## src/rtl/pipelined_subtractor_core.sv

```systemverilog
// Three-stage pipelined carry-select subtractor: diff = a - b - bin, computed as
// a + ~b + ~bin. Stage 1 forms both per-block sums plus block generate and
// propagate, stage 2 resolves block carries with a Kogge-Stone prefix, and
// stage 3 picks each block's sum and derives the flags. Valid-only protocol:
// fixed 3-cycle latency, no backpressure.

// Per-block work: both candidate sums (carry-in 0 and 1), block generate
// (carry out with carry-in 0) and block propagate (every bit of a ^ ~b set).
module pipelined_subtractor_block #(
  parameter int BLOCK = 8
) (
  input  logic [BLOCK-1:0] a_blk,
  input  logic [BLOCK-1:0] b_blk,
  output logic [BLOCK-1:0] s0,
  output logic [BLOCK-1:0] s1,
  output logic             g,
  output logic             p
);
  logic [BLOCK:0] t0;

  assign t0 = {1'b0, a_blk} + {1'b0, ~b_blk};
  assign s0 = t0[BLOCK-1:0];
  assign s1 = t0[BLOCK-1:0] + BLOCK'(1);
  assign g  = t0[BLOCK];
  assign p  = &(a_blk ^ ~b_blk);
endmodule

// WIDTH must be a multiple of BLOCK and give at least two blocks.
module pipelined_subtractor_core #(
  parameter int WIDTH = 32,
  parameter int BLOCK = 8
) (
  input  logic             clk,
  input  logic             rst,
  input  logic             v_in,
  input  logic [WIDTH-1:0] a,
  input  logic [WIDTH-1:0] b,
  input  logic             bin,
  output logic [WIDTH-1:0] diff,
  output logic             bout,
  output logic             zero,
  output logic             neg,
  output logic             ovf,
  output logic             v_out
);
  localparam int NB     = WIDTH / BLOCK;
  localparam int LVL    = $clog2(NB);
  localparam int STAGES = 3;

  // valid shift register; vld_pipe[k] is the valid of stage k's registers
  logic [STAGES:1] vld_pipe;

  // stage 1 combinational block results
  logic [NB-1:0][BLOCK-1:0] s0_c, s1_c;
  logic [NB-1:0]            g_c, p_c;

  // stage 1 registers
  logic [NB-1:0][BLOCK-1:0] s0_1, s1_1;
  logic [NB-1:0]            g1, p1;
  logic                     cin1, am1, bm1;

  // stage 2 prefix result and registers
  logic [NB-1:0]            c_c;
  logic [NB-1:0][BLOCK-1:0] s0_2, s1_2;
  logic [NB-1:0]            sel2;
  logic                     cout2, am2, bm2;

  // stage 3 selected difference
  logic [WIDTH-1:0]         d3;

  pipelined_subtractor_block #(.BLOCK(BLOCK)) u_blk [NB-1:0] (
    .a_blk (a),
    .b_blk (b),
    .s0    (s0_c),
    .s1    (s1_c),
    .g     (g_c),
    .p     (p_c)
  );

  // valid tokens advance one stage per cycle; reset drops everything in flight
  always_ff @(posedge clk) begin
    if (rst) vld_pipe <= '0;
    else     vld_pipe <= {vld_pipe[STAGES-1:1], v_in};
  end

  assign v_out = vld_pipe[STAGES];

  // stage 1: capture block sums, G/P, carry-in and operand sign bits
  always_ff @(posedge clk) begin
    if (rst) begin
      s0_1 <= '0;
      s1_1 <= '0;
      g1   <= '0;
      p1   <= '0;
      cin1 <= 1'b0;
      am1  <= 1'b0;
      bm1  <= 1'b0;
    end else if (v_in) begin
      s0_1 <= s0_c;
      s1_1 <= s1_c;
      g1   <= g_c;
      p1   <= p_c;
      cin1 <= ~bin;
      am1  <= a[WIDTH-1];
      bm1  <= b[WIDTH-1];
    end
  end

  // stage 2 prefix: group G/P over blocks 0..i, then fold in carry-in
  always_comb begin
    logic [NB-1:0] gk, pk, gn, pn;
    gk = g1;
    pk = p1;
    for (int l = 0; l < LVL; l++) begin
      gn = gk;
      pn = pk;
      for (int i = (1 << l); i < NB; i++) begin
        gn[i] = gk[i] | (pk[i] & gk[i-(1<<l)]);
        pn[i] = pk[i] & pk[i-(1<<l)];
      end
      gk = gn;
      pk = pn;
    end
    c_c = gk | (pk & {NB{cin1}});
  end

  // stage 2: block i selects with the carry out of block i-1 (cin for block 0)
  always_ff @(posedge clk) begin
    if (rst) begin
      sel2  <= '0;
      cout2 <= 1'b0;
      s0_2  <= '0;
      s1_2  <= '0;
      am2   <= 1'b0;
      bm2   <= 1'b0;
    end else if (vld_pipe[1]) begin
      sel2  <= {c_c[NB-2:0], cin1};
      cout2 <= c_c[NB-1];
      s0_2  <= s0_1;
      s1_2  <= s1_1;
      am2   <= am1;
      bm2   <= bm1;
    end
  end

  // stage 3 mux: pick each block's precomputed sum
  always_comb begin
    d3 = '0;
    for (int i = 0; i < NB; i++)
      d3[i*BLOCK +: BLOCK] = sel2[i] ? s1_2[i] : s0_2[i];
  end

  // stage 3: register difference and flags together; hold between ops
  always_ff @(posedge clk) begin
    if (rst) begin
      diff <= '0;
      bout <= 1'b0;
      zero <= 1'b0;
      neg  <= 1'b0;
      ovf  <= 1'b0;
    end else if (vld_pipe[2]) begin
      diff <= d3;
      bout <= ~cout2;
      zero <= ~|d3;
      neg  <= d3[WIDTH-1];
      ovf  <= (am2 != bm2) && (d3[WIDTH-1] != am2);
    end
  end
endmodule

```

## config.mk

```make
export PLATFORM = sky130hd
export DESIGN_NAME = pipelined_subtractor_core
export DESIGN_NICKNAME = d
export VERILOG_FILES = /design/src/rtl/pipelined_subtractor_core.sv
export SDC_FILE = /design/constraint.sdc
export NUM_CORES = 1
export LEC_CHECK = 0
export BUFFER_PORTS_ARGS = -buffer_cell sky130_fd_sc_hd__buf_2
export CAP_MARGIN = 25
export CORE_MARGIN = 4
export CORE_UTILIZATION = 55
export DETAILED_ROUTE_END_ITERATION = 10
export GPL_ROUTABILITY_DRIVEN = 0
export HOLD_SLACK_MARGIN = 0.05
export PLACE_DENSITY_LB_ADDON = 0.1
export SLEW_MARGIN = 20
export SYNTH_ARGS = -nofsm -noshare
export SYNTH_HDL_FRONTEND = slang
export SYNTH_SLANG_ARGS = --single-unit
```

## constraint.sdc

```tcl
create_clock -name clk -period 2.3 [get_ports clk]
set_input_delay 0.115 -clock clk [delete_from_list [all_inputs] [get_ports clk]]
set_output_delay 0.115 -clock clk [all_outputs]
set_load 0.02 [all_outputs]
```

Word-level counts from Yosys, hierarchy flattened:

Cells that the tools add are included.

* logic and storage cells: 79
* register bits after elaboration: 185
* bits of input ports: 68
* output and inout port bits: 37

* mux-type cells: 4
* bitwise operators: 27
* reductions and logical operators: 7
* equal/unequal tests: 2
* add/subtract/negate cells: 8

Operators with widths (count)
* adder 8 x 8 -> 9 bit: 4
* adder 8 x 1 -> 8 bit (second input constant): 4
* 2-to-1 mux 8 bit: 4
* inverter 8 bit: 4
* AND reduction 8 bit: 4
* OR reduction 32 bit: 1
* bitwise XOR 8 bit: 4
* AND 1 bit: 10
* OR 1 bit: 5
* AND 4 bit: 1
* OR 4 bit: 1
* inequality test 1 bit: 2
* inverter 1 bit: 2
* logical AND 1 bit: 1
* zero test 1 bit: 1

Depth between registers and ports, before layout:

* depth after elaboration: 5
* gate-level depth with buffers: 10
* mapped depth without buffers: 10

By module:

From an unflattened synthesis, not the netlist that was laid out.

* cells, all modules: 967
* area total of the unflattened synthesis: 9182.6 sq um

By module, submodules not included
* pipelined_subtractor_core: times used 1, sequential area each 3683.5 sq um, cells an instance 680, area an instance 6962.9 sq um
* pipelined_subtractor_block at u_blk[0] ...: times used 3, sequential area each 0.0 sq um, cells an instance 72, area an instance 563.0 sq um
* pipelined_subtractor_block at u_blk[1]: times used 1, sequential area each 0.0 sq um, cells an instance 71, area an instance 530.5 sq um

Worst setup path after synthesis:

OpenSTA, ideal clock, no wires.

* path type: input -> register
* start point: in b[24]
* end point: reg s1_1[29] (netlist bit)
* arrival time: 1837 ps
* library setup time: 86 ps
* slack: 378 ps
* stages on the path: 10
* buffers on the path: 0
* data required time: 2214 ps
* cell sequence: inv_1 -> ha_1 -> inv_1 -> fa_1 -> xnor2_2 -> and3_1 -> nor3b_2 -> nand2_1 -> xor2_1 -> a211oi_1

* longest elaborated chain between the ends: 3

RTL lines
* start: declaration: RTL line 37 `input logic [WIDTH-1:0] b,`
* inverter 8 bit: RTL line 21 `assign t0 = {1'b0, a_blk} + {1'b0, ~b_blk};`
* adder 8 x 8 -> 9 bit: RTL line 21
* adder 8 x 1 -> 8 bit: RTL line 23 `assign s1 = t0[BLOCK-1:0] + BLOCK'(1);`
* end signal: assignment: RTL line 92 `s1_1 <= '0;`
* end signal: assignment: RTL line 100 `s1_1 <= s1_c;`
* end: declaration: RTL line 58 `logic [NB-1:0][BLOCK-1:0] s0_1, s1_1;`

No other way between the ends.
A chain may end at the register's enable or synchronous reset.

Worst setup path after layout:

* start point: reg cin1
* end point: reg cout2

* longest elaborated chain between the ends: 2

RTL lines
* start: declaration: RTL line 60 `logic cin1, am1, bm1;`
* start signal: assignment: RTL line 103 `cin1 <= ~bin;`
* AND 4 bit: RTL line 124 `c_c = gk | (pk & {NB{cin1}});`
* OR 4 bit: RTL line 124
* end signal: assignment: RTL line 138 `cout2 <= c_c[NB-1];`
* end: declaration: RTL line 66 `logic cout2, am2, bm2;`

No other way between the ends.

==> results.sh <==
export IMPL_status="finished, final reports clean"
export IMPL_synth_net_count=1083
export IMPL_max_stage_delay_ns=0.35
export IMPL_place_area_sq_mm=0.00963
export IMPL_synth_top_area_share_pct=41.2
export IMPL_start_kind="register"
export IMPL_grt_pass1_wl_mm=31.7
export IMPL_ir_worst_vdd_mv=0.561
export IMPL_cts_tree="yes"
export IMPL_drtIter0Drc=448
export IMPL_gr_usage_met1_pct=35.8
export IMPL_yosysTopAreaCell="dfxtp_1"
export IMPL_maxCapViolCount=0
export IMPL_hp_class="in2reg"
export IMPL_syn_area_sq_mm=0.00894
export IMPL_antenna_found_initial=0
export IMPL_grt_start_max_net_pins=77
export IMPL_worstPathCellList="a21o_1 > a21o_1 > a21oi_1 > inv_1 > a21oi_1 > a211oi_1"
export IMPL_critPathSlowestCell="dfxtp_1"
export IMPL_postRouteAntennaNets=0
export IMPL_fin_setup_tns_ns=0
export IMPL_gr_total_overflow=0
export IMPL_yosys_top_cells_area="dfxtp_1, mux2i_1, nor2_1, a211oi_1, ha_1"
export IMPL_grt_use_met3_pct=3.79
export IMPL_wl_per_cell_um=14.8
export IMPL_synth_cells=975
export IMPL_period_share_pct=78.3
export IMPL_grt_pass1_vias=6117
export IMPL_ctsResizeCount=0
export IMPL_syn_avg_cell_area_sq_um=9.17
export IMPL_report_final_slew_viol_count=0
export IMPL_synthToLayoutAreaGrowth_pct=15.2
export IMPL_cts_max_level=4
export IMPL_cts_setup_buffers=0
export IMPL_cts_made_buffers=17
export IMPL_core_sq_mm=0.0159
export IMPL_vias=6899
export IMPL_row_count=46
export IMPL_min_period_ns=1.80
export IMPL_hold_viol_final=0
export IMPL_synthDistinctLibCells=66
export IMPL_worst_skew_pair_late_latency_ns=0.43
export IMPL_grt_use_total_pct=21.4
export IMPL_rsz0062_at_grt="no"
export IMPL_drcViolationCount=0
export IMPL_critical_path_class="reg2reg"
export IMPL_worst_slack_ns=0.498
export IMPL_ys_warn_count=0
export IMPL_final_nets=1171
export IMPL_synth_edff_count=0
export IMPL_totalPowerFinal_mw=8.08
export IMPL_grt_use_met2_pct=27.5
export IMPL_fmax_ghz=0.555
export IMPL_nFillCells=1384
export IMPL_final_area_sq_mm=0.0103
export IMPL_ys_seq_area_share_pct=41.2
export IMPL_power_density_mw_per_mm2=784
export IMPL_cts_buffer_depth=2
export IMPL_wl_mm=19.1
export IMPL_dieArea_sq_mm=0.0184
export IMPL_setup_viol=0
export IMPL_dp_slack_ns=0.129
export IMPL_cp_max_fo=3
export IMPL_antenna_cells=0
export IMPL_cp_required_ns=2.59
export IMPL_cts_sinks=184
export IMPL_die_width_um=136
export IMPL_worst_slew_pin_transition_ns=0.628
export IMPL_cts_hold_buf=3
export IMPL_ys_ff_latch=184
export IMPL_leakagePower_nw=4.35
export IMPL_clkTransAtPathRegs_ns=0.06
export IMPL_dieHeight_um=136
export IMPL_cp_end_kind="register"
export IMPL_grt_busiest_layer="met1"
export IMPL_dpl_hpwl_mm=14.1
export IMPL_synthFlopType="dfxtp_1"
export IMPL_root_buffer="clkbuf_16"
export IMPL_arrival_ns=2.09
export IMPL_drt_pass1_iter_count=4
export IMPL_io_pin_count=105
export IMPL_slew_headroom_pct=57.9
export IMPL_port_buffers=104
export IMPL_viasPerCell=5.34
export IMPL_synthArstFlopShare_pct=0
export IMPL_drive_gt1_share_pct=16.4
export IMPL_start_util_pct=56.3
export IMPL_clock_skew_ns=0.00735
-- worst max-delay path: cells and delay by family, from the launching register on --
family	cells	cell delay [ns]
flip-flops	1	0.35
buffers and inverters	1	0.07
AO/OA/AOI/OAI	5	1.23
-- layout by cell type, fill, tap and decap left out, drive strengths merged, types with 17 or more instances in the layout --
cell,netlist,final
a21oi,32,32
mux2i,128,128
inv,49,49
nand2,29,29
nor3,17,17
nor2,200,200
buf,23,122
ha,36,36
a211oi,69,69
xnor2,27,27
dfxtp,184,184
clkbuf,33,24
-- through the flow --
| stage | hold slack, ns | utilization (%) | cells |
|---|---|---|---|
| after floorplan | 0.214 | - | 975 |
| after global placement | 0.315 | 60.6 | 1257 |
| after detailed placement | 0.323 | 60.6 | 1257 |
| after CTS | 0.0514 | 64.9 | 1291 |
| after global routing | 0.0581 | 64.9 | 1291 |
| final | 0.0686 | 64.9 | 1291 |
-- cell type report --
cell class                      count  area, sq um  share of cell area [%]
Inverter                           50          188                    1.82
Clock buffer                       24          503                    4.88
Tap cell                          216          270                    2.62
Clock inverter                      7          138                    1.34
Sequential cell                   184         3690                    35.8
Multi-Input combinational cell    685         4800                    46.6
Timing Repair Buffer              125          716                    6.95
-- where the power goes --
| part | internal (mW) | switching (mW) | total [mW] |
|---|---|---|---|
| registers | 3.40 | 0.163 | 3.56 |
| logic | 0.613 | 0.770 | 1.38 |
| clock network | 1.96 | 1.17 | 3.14 |
-- registers in the layout, summed over array words and instances, names as in the netlist, 3 cells and up --
| signal | flops |
|---|---|
| diff | 32 |
| s0_1 | 32 |
| s0_2 | 32 |
| s1_1 | 32 |
| s1_2 | 32 |
| g1 | 4 |
| p1 | 4 |
| sel2 | 4 |
| vld_pipe | 3 |
-- cells in the mapped netlist, types with 3 or more instances --
| library cell | instances |
|---|---|
| a211oi_1 | 65 |
| a211oi_2 | 4 |
| a21o_1 | 6 |
| a21oi_1 | 32 |
| a22oi_1 | 4 |
| a311oi_1 | 3 |
| and2_1 | 3 |
| and3_1 | 7 |
| buf_1 | 10 |
| buf_2 | 9 |
| buf_6 | 3 |
| clkbuf_1 | 30 |
| dfxtp_1 | 184 |
| fa_1 | 4 |
| ha_1 | 36 |
| inv_1 | 49 |
| mux2i_1 | 128 |
| nand2_1 | 29 |
| nand2b_1 | 3 |
| nand3_1 | 4 |
| nand4_1 | 14 |
| nor2_1 | 200 |
| nor2b_1 | 9 |
| nor3_1 | 17 |
| nor3b_1 | 3 |
| nor3b_2 | 3 |
| nor4_1 | 8 |
| o211ai_1 | 6 |
| o21a_1 | 7 |
| o21ai_0 | 14 |
| o31a_1 | 4 |
| or3_1 | 3 |
| xnor2_1 | 23 |
| xnor2_2 | 4 |
| xor2_1 | 11 |
-- logic make-up after synthesis --
logic type	Yosys count	synth area share, %
flops	184	41.2
mux	129	14.5
fa+ha+maj	40	5.93
compound gates	162	13.1
xor+xnor	39	4.24
simple gates	315	16.0
buf+inv	106	5.11
-- layer usage --
| metal | vias to the layer above | share of wire (%) |
|---|---|---|
| li1 | 3595 | - |
| met1 | 3127 | 57 |
| met2 | 161 | 37 |
| met3 | 16 | 4.7 |
| met4 | 0 | 1.1 |
| met5 | - | 0 |
-- worst paths after layout --
| path | from | to | slack [ns] | depth (start not counted) |
|---|---|---|---|---|
| worst max-delay path | cin1 | cout2 | 0.50 | 6 |
| worst min-delay path | rst | s0_1[22] | 0.07 | 2 |
| worst max register to register | cin1 | cout2 | 0.50 | 6 |
| worst min register to register | cout2 | bout | 0.44 | 1 |
Note: power is estimated with default switching activity, not from simulation.
